`config.mk`:
```
export PLATFORM = sky130hd
export DESIGN_NAME = pci_bus_arbiter
export DESIGN_NICKNAME = d
export VERILOG_FILES = /design/src/rtl/pci_bus_arbiter.sv
export SDC_FILE = /design/constraint.sdc
export NUM_CORES = 1
export LEC_CHECK = 0
export CORE_ASPECT_RATIO = 1.1
export CORE_MARGIN = 8
export CORE_UTILIZATION = 40
export DETAILED_ROUTE_END_ITERATION = 16
export GPL_TIMING_DRIVEN = 0
export PLACE_DENSITY = 0.62
export SETUP_SLACK_MARGIN = 0.4
export SLEW_MARGIN = 25
export SYNTH_ARGS = -nofsm -noshare
export SYNTH_HDL_FRONTEND = slang
export SYNTH_SLANG_ARGS = --single-unit
```
`constraint.sdc`:
```
create_clock -name clk -period 2.07 [get_ports clk]
set_clock_uncertainty 0.05 [all_clocks]
set_input_delay 0.3105 -clock clk [delete_from_list [all_inputs] [get_ports clk]]
set_output_delay 0.3105 -clock clk [all_outputs]
set_load 0.1 [all_outputs]
```
`src/rtl/pci_bus_arbiter.sv`:
```
// Round-robin arbiter for the shared PCI bus: active-low one-hot grants, bus
// parking on the last owner, and revocation of grants the owner leaves unused.
module pci_bus_arbiter #(
  parameter int N           = 4,
  parameter int IDX_W       = 2,
  parameter int PARK_ID     = 0,
  parameter int GNT_TIMEOUT = 16
) (
  input  logic             clk,
  input  logic             reset,
  input  logic [N-1:0]     NREQ,
  input  logic             NFRAME,
  input  logic             NIRED,
  output logic [N-1:0]     NGNT,
  output logic [IDX_W-1:0] owner,
  output logic             gnt_valid,
  output logic             timeout,
  output logic [1:0]       fsm_state
);

  typedef enum logic [1:0] {
    HANDOFF = 2'd0,
    PARK    = 2'd1,
    GRANT   = 2'd2,
    ACTIVE  = 2'd3
  } state_t;

  state_t           state;
  logic [7:0]       idle_cnt;
  logic [N-1:0]     req;
  logic [N-1:0]     owner_hole;
  logic             own_req;
  logic             other_req;
  logic             any_req;
  logic             bus_idle;
  logic             found;
  logic [IDX_W-1:0] winner;

  // All ones except a zero at idx: the NGNT pattern for a grant to idx.
  function automatic logic [N-1:0] ngnt_for(input logic [IDX_W-1:0] idx);
    logic [N-1:0] v;
    v      = '1;
    v[idx] = 1'b0;
    return v;
  endfunction

  assign req        = ~NREQ;
  assign bus_idle   = NFRAME & NIRED;
  assign owner_hole = ngnt_for(owner);
  assign any_req    = |req;
  assign own_req    = |(req & ~owner_hole);
  assign other_req  = |(req & owner_hole);
  assign fsm_state  = state;

  // Scan owner+1 .. owner+N so the current owner is the last candidate.
  always_comb begin
    winner = owner;
    found  = 1'b0;
    for (int k = 1; k <= N; k++) begin
      if (!found && req[(int'(owner) + k) % N]) begin
        winner = IDX_W'((int'(owner) + k) % N);
        found  = 1'b1;
      end
    end
  end

  always_ff @(posedge clk or posedge reset) begin
    if (reset) begin
      state     <= HANDOFF;
      owner     <= IDX_W'(PARK_ID);
      NGNT      <= '1;
      gnt_valid <= 1'b0;
      timeout   <= 1'b0;
      idle_cnt  <= 8'd0;
    end else begin
      timeout <= 1'b0;
      case (state)
        HANDOFF: begin
          if (bus_idle) begin
            gnt_valid <= 1'b1;
            if (any_req) begin
              state    <= GRANT;
              owner    <= winner;
              NGNT     <= ngnt_for(winner);
              idle_cnt <= 8'd0;
            end else begin
              state <= PARK;
              NGNT  <= owner_hole;
            end
          end
        end
        PARK: begin
          if (!NFRAME) begin
            state <= ACTIVE;
          end else if (other_req) begin
            state     <= HANDOFF;
            NGNT      <= '1;
            gnt_valid <= 1'b0;
          end else if (own_req) begin
            state    <= GRANT;
            idle_cnt <= 8'd0;
          end
        end
        GRANT: begin
          // A starting transaction beats both the timeout and competing requests.
          if (!NFRAME) begin
            state <= ACTIVE;
          end else if (bus_idle && idle_cnt == 8'(GNT_TIMEOUT - 1)) begin
            state     <= HANDOFF;
            NGNT      <= '1;
            gnt_valid <= 1'b0;
            timeout   <= 1'b1;
          end else if (other_req && !own_req) begin
            state     <= HANDOFF;
            NGNT      <= '1;
            gnt_valid <= 1'b0;
          end else if (!any_req) begin
            state <= PARK;
          end else if (bus_idle) begin
            idle_cnt <= idle_cnt + 8'd1;
          end
        end
        ACTIVE: begin
          // The preempted owner finishes under its own latency timer.
          if (other_req) begin
            state     <= HANDOFF;
            NGNT      <= '1;
            gnt_valid <= 1'b0;
          end else if (bus_idle) begin
            if (own_req) begin
              state    <= GRANT;
              idle_cnt <= 8'd0;
            end else begin
              state <= PARK;
            end
          end
        end
        default: begin
          state     <= HANDOFF;
          NGNT      <= '1;
          gnt_valid <= 1'b0;
        end
      endcase
    end
  end

endmodule

```
==> impl_metrics.tcl, run 1 <==
set metrics [dict create \
    yosys_register_bits 18 \
    area_growth_syn_to_layout_pct 38.1 \
    worstSetupEndpointType "flop" \
    htree_levels 1 \
    fin_hold_ws_ns 0.369 \
    synth-edff-count 0 \
    drive_gt1_frac 0.381 \
    rsz0062_at_grt "true" \
    vdd_drop_max_v 0.000556 \
    p_int_w 0.00150 \
    fin_ws_ns -0.246 \
    initial_core_util 0.416 \
    crit_path_max_fanout 4 \
    hp-class "input port to asynchronous set/reset pin" \
    seqPwrFrac 0.177 \
    pwr-share-clk 0.068 \
    antenna_found_initial 0 \
    swShare 0.548 \
    wl_um 3880 \
    cts_tree "done" \
    grt_pass1_vias 1465 \
    dieWidth_um 71.9 \
    fin_crit_ns 2.32 \
    max_stage_delay_ns 0.50 \
    final_nets 209 \
    criticalPathCategory "flop to flop" \
    clock_latency_ns 0.30 \
    setup_violations 16 \
    cp.arrival_ns 2.51 \
    die_h_um 77.5 \
    critPathSlowestCell "dfrtp_4" \
    grt-ovfl-total 0 \
    violations "setup timing" \
    p_leak_nw 0.780 \
    dp_cells 208 \
    routed_via_density 6.19 \
    grt_max_degree 19 \
    p_sw_w 0.00183 \
    dr.pass1.iters 4 \
    seq_area_frac_synth 0.331 \
    synthCells 157 \
    clkTransAtPathRegs_ns 0.11 \
    p_per_area_mw_per_mm2 1750 \
    postRouteAntennaNets 0 \
    boundaryPins 18 \
    postCtsHoldBufs 0 \
    grt_use_total 0.145 \
    syn_nets 171 \
    period_share 1.12 \
    ys_async_sr_fraction 1.00 \
    crit_chain "buf_8 -> mux4_2 -> o21ai_2 -> mux2i_1 -> a311oi_2 -> or4_1 -> a22o_1" \
    relSlewSlack 0.511 \
    tns_ns -2.37 \
    synth_area_sq_mm 0.00138 \
    critPathLaunchType "flop" \
    synth_area_per_cell_sq_um 8.76 \
    final_hold_viol_count 0 \
    finalNonFillerCells 230 \
    diodes 0 \
    finalWeightedCongestion 0.947 \
    fmax_ghz 0.432 \
    ys_types 52 \
    cap_violations 0 \
    clk_path_buf_depth 2 \
    die-area_sq_mm 0.00557 \
    r2r_setup_slack_ns -0.25 \
    post-place-ws_ns -0.594 \
    coreArea_sq_mm 0.00330 \
    yosysWarnings 0 \
    final_util 0.575 \
    setup.worst_path.start "owner[0]" \
    synthFlopType "dfrtp_1" \
    drc 0 \
    drt_iter0_drc 51 \
    grt_pass1_wl_um 6620 \
    cts_made_buffers 3 \
    worstReg2RegStart "owner[0]" \
    critPathRequiredTime_ns 2.27 \
    root_buffer "clkbuf_4" \
    wl_per_cell_um 16.9 \
    status "finished, violations left" \
    tightestPinTransition_ns 0.733 \
    clkSinkCount 18 \
    io_buffer_count 15 \
    rows 22 \
    slew_viol_final 0 \
    num_vias 1423 \
    p_comb_frac 0.754 \
    dp_hpwl_um 2600 \
]
==> routing by layer <==
metal	track usage	vias to the layer above	wire length (um)
met1	0.145	673	1490
met3	0.0334	16	187
li1	-	677	-
met4	0.0757	0	141
met2	0.268	57	2060
met5	0	-	0
==> registers in the layout, indices dropped and copies added (netlist names) <==
| name | count |
|---|---|
| idle_cnt | 8 |
| fsm_state | 2 |
| timeout | 1 |
| owner | 2 |
| gnt_valid | 1 |
| NGNT | 4 |
==> synth_stat cells (2+ instances only) <==
library cell	instances	area share
nor2_1	8	0.022
or3_1	5	0.023
nand2b_1	3	0.014
nand4_1	4	0.018
o22ai_1	5	0.023
nor3_1	3	0.011
o21ai_2	2	0.013
dfrtp_1	14	0.25
nor3b_1	2	0.011
ha_1	6	0.055
and2_1	2	0.0091
inv_1	9	0.025
dfstp_2	4	0.076
o31ai_1	2	0.011
buf_2	3	0.011
nand2_1	15	0.041
clkbuf_1	2	0.0055
o21ai_0	15	0.055
nand3_1	2	0.0073
mux2i_1	2	0.015
a22o_1	3	0.019
buf_6	2	0.016
nand3b_1	2	0.011
a21oi_1	14	0.051
==> stage by stage <==
stage / cell area, sq um / total power [W]
6_report: 1900 / 0.00333
5_1_grt: 1900 / 0.00353
4_1_cts: 1840 / 0.00320
3_5_place_dp: 1610 / 0.00263
3_3_place_gp: 1610 / 0.00260
2_1_floorplan: 1410 / 0.00221
==> final timing paths <==
path,to,depth (start not counted)
worst max-delay path,NGNT[3],7
worst min-delay path,owner[1],2
worst max register to register,NGNT[3],7
worst min register to register,NGNT[0],2
max in group asynchronous,owner[0],2
min in group clk,fsm_state[0],3
==> cells by family (layout without fill, tap and decap cells) <==
| logic type | count (synthesis) | in the layout | synth area share |
|---|---|---|---|
| AOI/OAI and AO/OA | 60 | 61 | 0.315 |
| adders and majority gates | 6 | 6 | 0.0546 |
| buffers and inverters | 16 | 52 | 0.0573 |
| DFF | 18 | 18 | 0.331 |
| muxes | 3 | 3 | 0.0309 |
| and+or+nand+nor | 54 | 54 | 0.211 |
==> final cells by class <==
cell class | count | area, sq um
Sequential cell | 18 | 464
Multi-Input combinational cell | 124 | 998
Buffer | 7 | 48.8
Clock buffer | 4 | 36.3
Inverter | 9 | 41.3
Tap cell | 36 | 45.0
Fill cell | 303 | 1400
Timing Repair Buffer | 32 | 265
==> cells in the final DEF (no fill, tap or decap), types with 3 or more instances in the layout <==
master           count
a21oi_1             14
a22o_1               3
buf_2                7
buf_4               15
buf_6                5
clkbuf_4             4
clkdlybuf4s50_1      3
dfrtp_1             11
dfstp_2              4
ha_1                 3
inv_1                7
nand2_1             15
nand2b_1             3
nand4_1              4
nor2_1               6
o21ai_0             12
o21ai_2              3
o22ai_1              4
or3_1                5
==> power by group through the flow <==
stage                     Clock (W)  Sequential [W]  Combinational [W]
after global routing       0.000248        0.000608            0.00267
after global placement            0        0.000633            0.00197
after floorplan                   0         0.00124           0.000966
final                      0.000228        0.000591            0.00251
after CTS                  0.000237        0.000588            0.00238
after detailed placement          0        0.000639            0.00199
==> what timing repair did <==
item | 4_1_cts | 5_1_grt
endpoints found under the hold margin | 0 | 0
setup buffers | 12 | 4
pin swaps | 16 | 3
gates resized for setup | 75 | 8
setup endpoints to repair | 28 | 20
cloned | 2 | 0
==> critical path, delay by kind of cell, from the launching register on <==
| kind | cells | cell delay [ns] |
|---|---|---|
| buffers and inverters | 1 | 0.14 |
| multiplexers | 2 | 0.69 |
| AO/OA/AOI/OAI | 3 | 0.45 |
| AND/OR/NAND/NOR | 1 | 0.42 |
| flip-flops | 1 | 0.50 |
(Power assumes the default switching activity.)
==> run 2: changes to the inputs <==
GPL_ROUTABILITY_DRIVEN = 0   (was not set)
PLACE_DENSITY = 0.6   (was 0.62)
SLEW_MARGIN = 40   (was 25)
clock period = 2.7 ns   (was 2.07 ns; I/O delays follow)
==> run 2 against run 1 <==
Net effect:
- the run now ends clean
- sequential power shrank 23%
- die area unchanged
- register-to-register slack improved by 0.66 ns
- hold slack improved by 0.046 ns
- power decreased by 26%
- routed wire length up 0.64%
- sequential share of layout area up 0.54 points
- critical path type unchanged
- largest cell class unchanged
- highest routed layer unchanged
==> impl_metrics.tcl, run 2 (same netlist as run 1, synthesis figures left out) <==
set metrics [dict create \
    status "finished clean" \
    boundaryPins 18 \
    area_growth_syn_to_layout_pct 34.0 \
    p_per_area_mw_per_mm2 1340 \
    dp_hpwl_um 2680 \
    rsz0062_at_grt "true" \
    grt_pass1_vias 1327 \
    r2r_setup_slack_ns 0.42 \
    drc 0 \
    grt_pass1_wl_um 6000 \
    setup_violations 0 \
    fin_ws_ns 0.415 \
    cp.arrival_ns 2.48 \
    setup.worst_path.start "owner[0]" \
    dr.pass1.iters 4 \
    clkTransAtPathRegs_ns 0.12 \
    finalNonFillerCells 228 \
    dieWidth_um 71.9 \
    final_nets 207 \
    tightestPinTransition_ns 0.702 \
    wl_um 3900 \
    postRouteAntennaNets 0 \
    crit_path_max_fanout 4 \
    drive_gt1_frac 0.349 \
    num_vias 1400 \
    layout_commonest_cell "nand2_1" \
    critPathRequiredTime_ns 2.90 \
    final_hold_viol_count 0 \
    io_buffer_count 15 \
    grt-ovfl-total 0 \
    criticalPathCategory "flop to flop" \
    clock_latency_ns 0.30 \
    clk_path_buf_depth 2 \
    die_h_um 77.5 \
    fin_crit_ns 2.28 \
    cts_made_buffers 3 \
    clkSinkCount 18 \
    vdd_drop_max_v 0.000507 \
    hp-class "flop to flop" \
    antenna_found_initial 0 \
    period_share 0.846 \
    die-area_sq_mm 0.00557 \
    root_buffer "clkbuf_4" \
    dp_cells 208 \
    reg2regPathDepth 7 \
    grt_use_total 0.130 \
    routed_via_density 6.14 \
    largest_register_ffs 8 \
    worstSetupEndpointType "flop" \
    diodes 0 \
    critPathLaunchType "flop" \
    p_leak_nw 0.750 \
    fin_hold_ws_ns 0.416 \
    slew_viol_final 0 \
    drt_iter0_drc 57 \
    relSlewSlack 0.532 \
    coreArea_sq_mm 0.00330 \
    grt_max_degree 19 \
    initial_core_util 0.416 \
    top_register "idle_cnt" \
    tns_ns 0 \
    cts_tree "done" \
    post-place-ws_ns -0.0996 \
    layout_common_cells "nand2_1 (15), o21ai_0 (14), buf_4 (14)" \
    top_regs "idle_cnt (8), NGNT (4)" \
    worstReg2RegStart "owner[0]" \
    r2r_end "NGNT[3]" \
    cap_violations 0 \
    wl_per_cell_um 17.1 \
    htree_levels 1 \
    fmax_ghz 0.438 \
    endpoint "NGNT[3]" \
    rows 22 \
]
run 2: cell types whose count changed in the layout (fill, tap and decap cells not counted), sizes merged:
cell,delta
clkdlybuf4s18,-1
buf,+1
clkdlybuf4s15,-2
run 2: power by group:
part,total [W],switching [W],internal [W]
registers,0.000458,0.0000734,0.000385
clock network,0.000175,0.0000924,0.0000822
logic,0.00184,0.00121,0.000630
total,0.00248,0.00138,0.00110
run 2: worst min path at each step:
stage	startpoint	endpoint	slack [ns]	cells after the start
3_5_place_dp	NGNT[0]	NGNT[0]	0.43	2
3_3_place_gp	NGNT[0]	NGNT[0]	0.43	2
6_report	NGNT[0]	NGNT[0]	0.42	2
2_1_floorplan	reset	fsm_state[0]	0.29	1
4_1_cts	NGNT[0]	NGNT[0]	0.44	2
5_1_grt	NGNT[0]	NGNT[0]	0.43	2
run 2: metal layers:
layer / global-route usage / part of all wire / vias to the layer above
met3: 0.0257 / 0.038 / 9
met4: 0.0532 / 0.025 / 0
met2: 0.236 / 0.53 / 35
met5: 0 / 0 / -
li1: - / - / 674
met1: 0.143 / 0.40 / 682
run 2: repair_timing:
item | in CTS | in global routing
pin swaps | 2 | 8
hold buffers | 0 | 0
endpoints found under the setup margin | 14 | 15
buffers inserted | 8 | 6
resized for setup | 12 | 19
gates cloned | 0 | 2
run 2: layout make-up:
class	instances	area, sq um
Inverter	9	36.3
Clock buffer	4	36.3
Buffer	7	51.3
Fill cell	321	1460
Multi-Input combinational cell	124	1000
Tap cell	36	45.0
Sequential cell	18	460
Timing Repair Buffer	30	214
run 2: stage by stage:
stage	util	total power, W	instance area [sq um]
after floorplan	-	0.00167	1390
after global placement	0.480	0.00197	1580
after detailed placement	0.464	0.00193	1530
after CTS	0.505	0.00226	1670
after global routing	0.558	0.00263	1840
final	0.558	0.00248	1840
run 2: worst max-delay path: stages (launching register included):
cell and delay (ns):
dfrtp_4 0.50, buf_8 0.14, mux4_2 0.44, o21ai_2 0.15, mux2i_1 0.24, a311oi_2 0.09
or4_1 0.42, a22o_1 0.22
==> variant: new RTL, settings of run 2 <==
`GNT_TIMEOUT`: 16 -> 8.
--- a/src/rtl/pci_bus_arbiter.sv
+++ b/src/rtl/pci_bus_arbiter.sv
@@ -4,7 +4,7 @@
   parameter int N           = 4,
   parameter int IDX_W       = 2,
   parameter int PARK_ID     = 0,
-  parameter int GNT_TIMEOUT = 16
+  parameter int GNT_TIMEOUT = 8
 ) (
   input  logic             clk,
   input  logic             reset,
Function: not settled (the Yosys comparison gave no result); the edit may change what the design does.
==> variant against run 2 <==
Total power grew 13%; setup slack lost 100 ps; sequential cell count is the same; cell area grew 19%; routed wire length grew 10%; area after synthesis grew 7.7%; count of clock-buffer cells in the layout is the same; die area grew 6.0%; sequential share of layout area shrank 3.9 points; critical path type is now in -> reg.
==> variant: results (changes against run 2) <==
Clock-cell share=0.02050 (+0.0008134); layout cell share with drive strength beyond 1=0.4189 (+0.06996); Repair and plain buffers=51 (+38%); first-pass GRT wire length=7203 µm (+20%); Vias/cell=5.790 (-5.7%); post-route cell area=0.002197 mm² (+19%); worst path arrival time=2530 ps (+50 ps); outcome=finished, final reports clean; Logic inverters=8 (-1); R2R cell count=10 (+3); Top delay family on crit path=buffers and inverters; final hold slack=409.4 ps (-6.460 ps); max incr delay on CP=570 ps (+70 ps); Leakage Power=0.8997 nW (+20%); Compound-Gate Fraction of Synth Area=0.2990 (-0.01585); dpl ws=-5.703 ps (+93.88 ps); Worst Path Max Fanout=10 (+6); comb_multi_in=141 (+14%); Hold Path Sink=NGNT[2]; Hold Path Class=reg -> reg; slowest cell on the critical path=clkdlybuf4s50_1; RR Endpoint=idle_cnt[5]; R2R setup slack=340 ps (-80 ps); Net count, final=237 (+14%); DP Wirelength=2851 µm (+6.3%); post-synthesis mux area share=0.05068 (+0.01974); Post-CTS Resized=22 (+10); Max IR drop VDD=843.8 µV (+66%); reg-to-reg critical path startpoint=owner[0]; clk_lat worst skew=250 ps (-50 ps); Final Non-Filler Cells=272 (+19%); sequential area share after synthesis=0.3074 (-0.02378); Post-CTS Setup Inserts=17 (+9); gr usage total=0.1530 (+0.02290); vias in the first global route=1,531 (+15%); worst setup path endpoint=NGNT[1]; top post-synthesis cells by area=dfrtp_1, dfstp_2, o21ai_0; Area after DPL=0.001739 mm² (+13%); Mapped Cells=178 (+13%); count of input and output buffers=16 (+1); Worst Setup SP=NREQ[0]; unique cell type count in the Yosys netlist=49 (-5.8%); Worst Max-Slew Pin Slew=673.0 ps (-28.67 ps); sequential cell area share=0.2107 (-0.03912); Multi-input gate area=0.001162 mm² (+16%); Synth Area in Adders=0.05068 (-0.003919); clock slew at reported path FFs=60 ps (-60 ps); Clk Tree Root Cell=clkbuf_8; drt wl/cell=15.82 µm (-7.6%); Data buffer area share=0.1931 (+0.04913); syn nets=192 (+12%); most frequent cells after synthesis=nand2_1, o21ai_0, dfrtp_1; Iter 0 DRT Violations=90 (+58%); hold_sp=NGNT[2]; filler cell count in the final layout=308 (-4.0%); Fmax=418.5 MHz (-4.4%)
variant: layer usage:
metal | track usage | share of wire | vias up
met5 | 0 | 0 | -
met3 | 0.02261 | 0.040 | 10
met1 | 0.1909 | 0.44 | 766
met2 | 0.2562 | 0.51 | 44
met4 | 0.05600 | 0.017 | 0
li1 | - | - | 755
variant: power breakdown:
group | total, W | internal (W) | switching (W)
clock | 0.000187 | 0.000105 | 0.0000820
sequential | 0.000457 | 0.000382 | 0.0000752
combinational | 0.00215 | 0.000839 | 0.00131
variant: through the flow:
| step | TNS (ps) | total power, W |
|---|---|---|
| final | 0 | 0.002791 |
| after global routing | 0 | 0.002962 |
| after CTS | 0 | 0.002646 |
| after detailed placement | -5.905 | 0.002060 |
| after global placement | 0 | 0.002099 |
| after floorplan | 0 | 0.001790 |
variant: kinds of logic after synthesis:
family,count (synthesis)
AOI/OAI and AO/OA,61
muxes,6
DFF,18
and+or+nand+nor,67
adders and majority gates,6
buffers and inverters,20
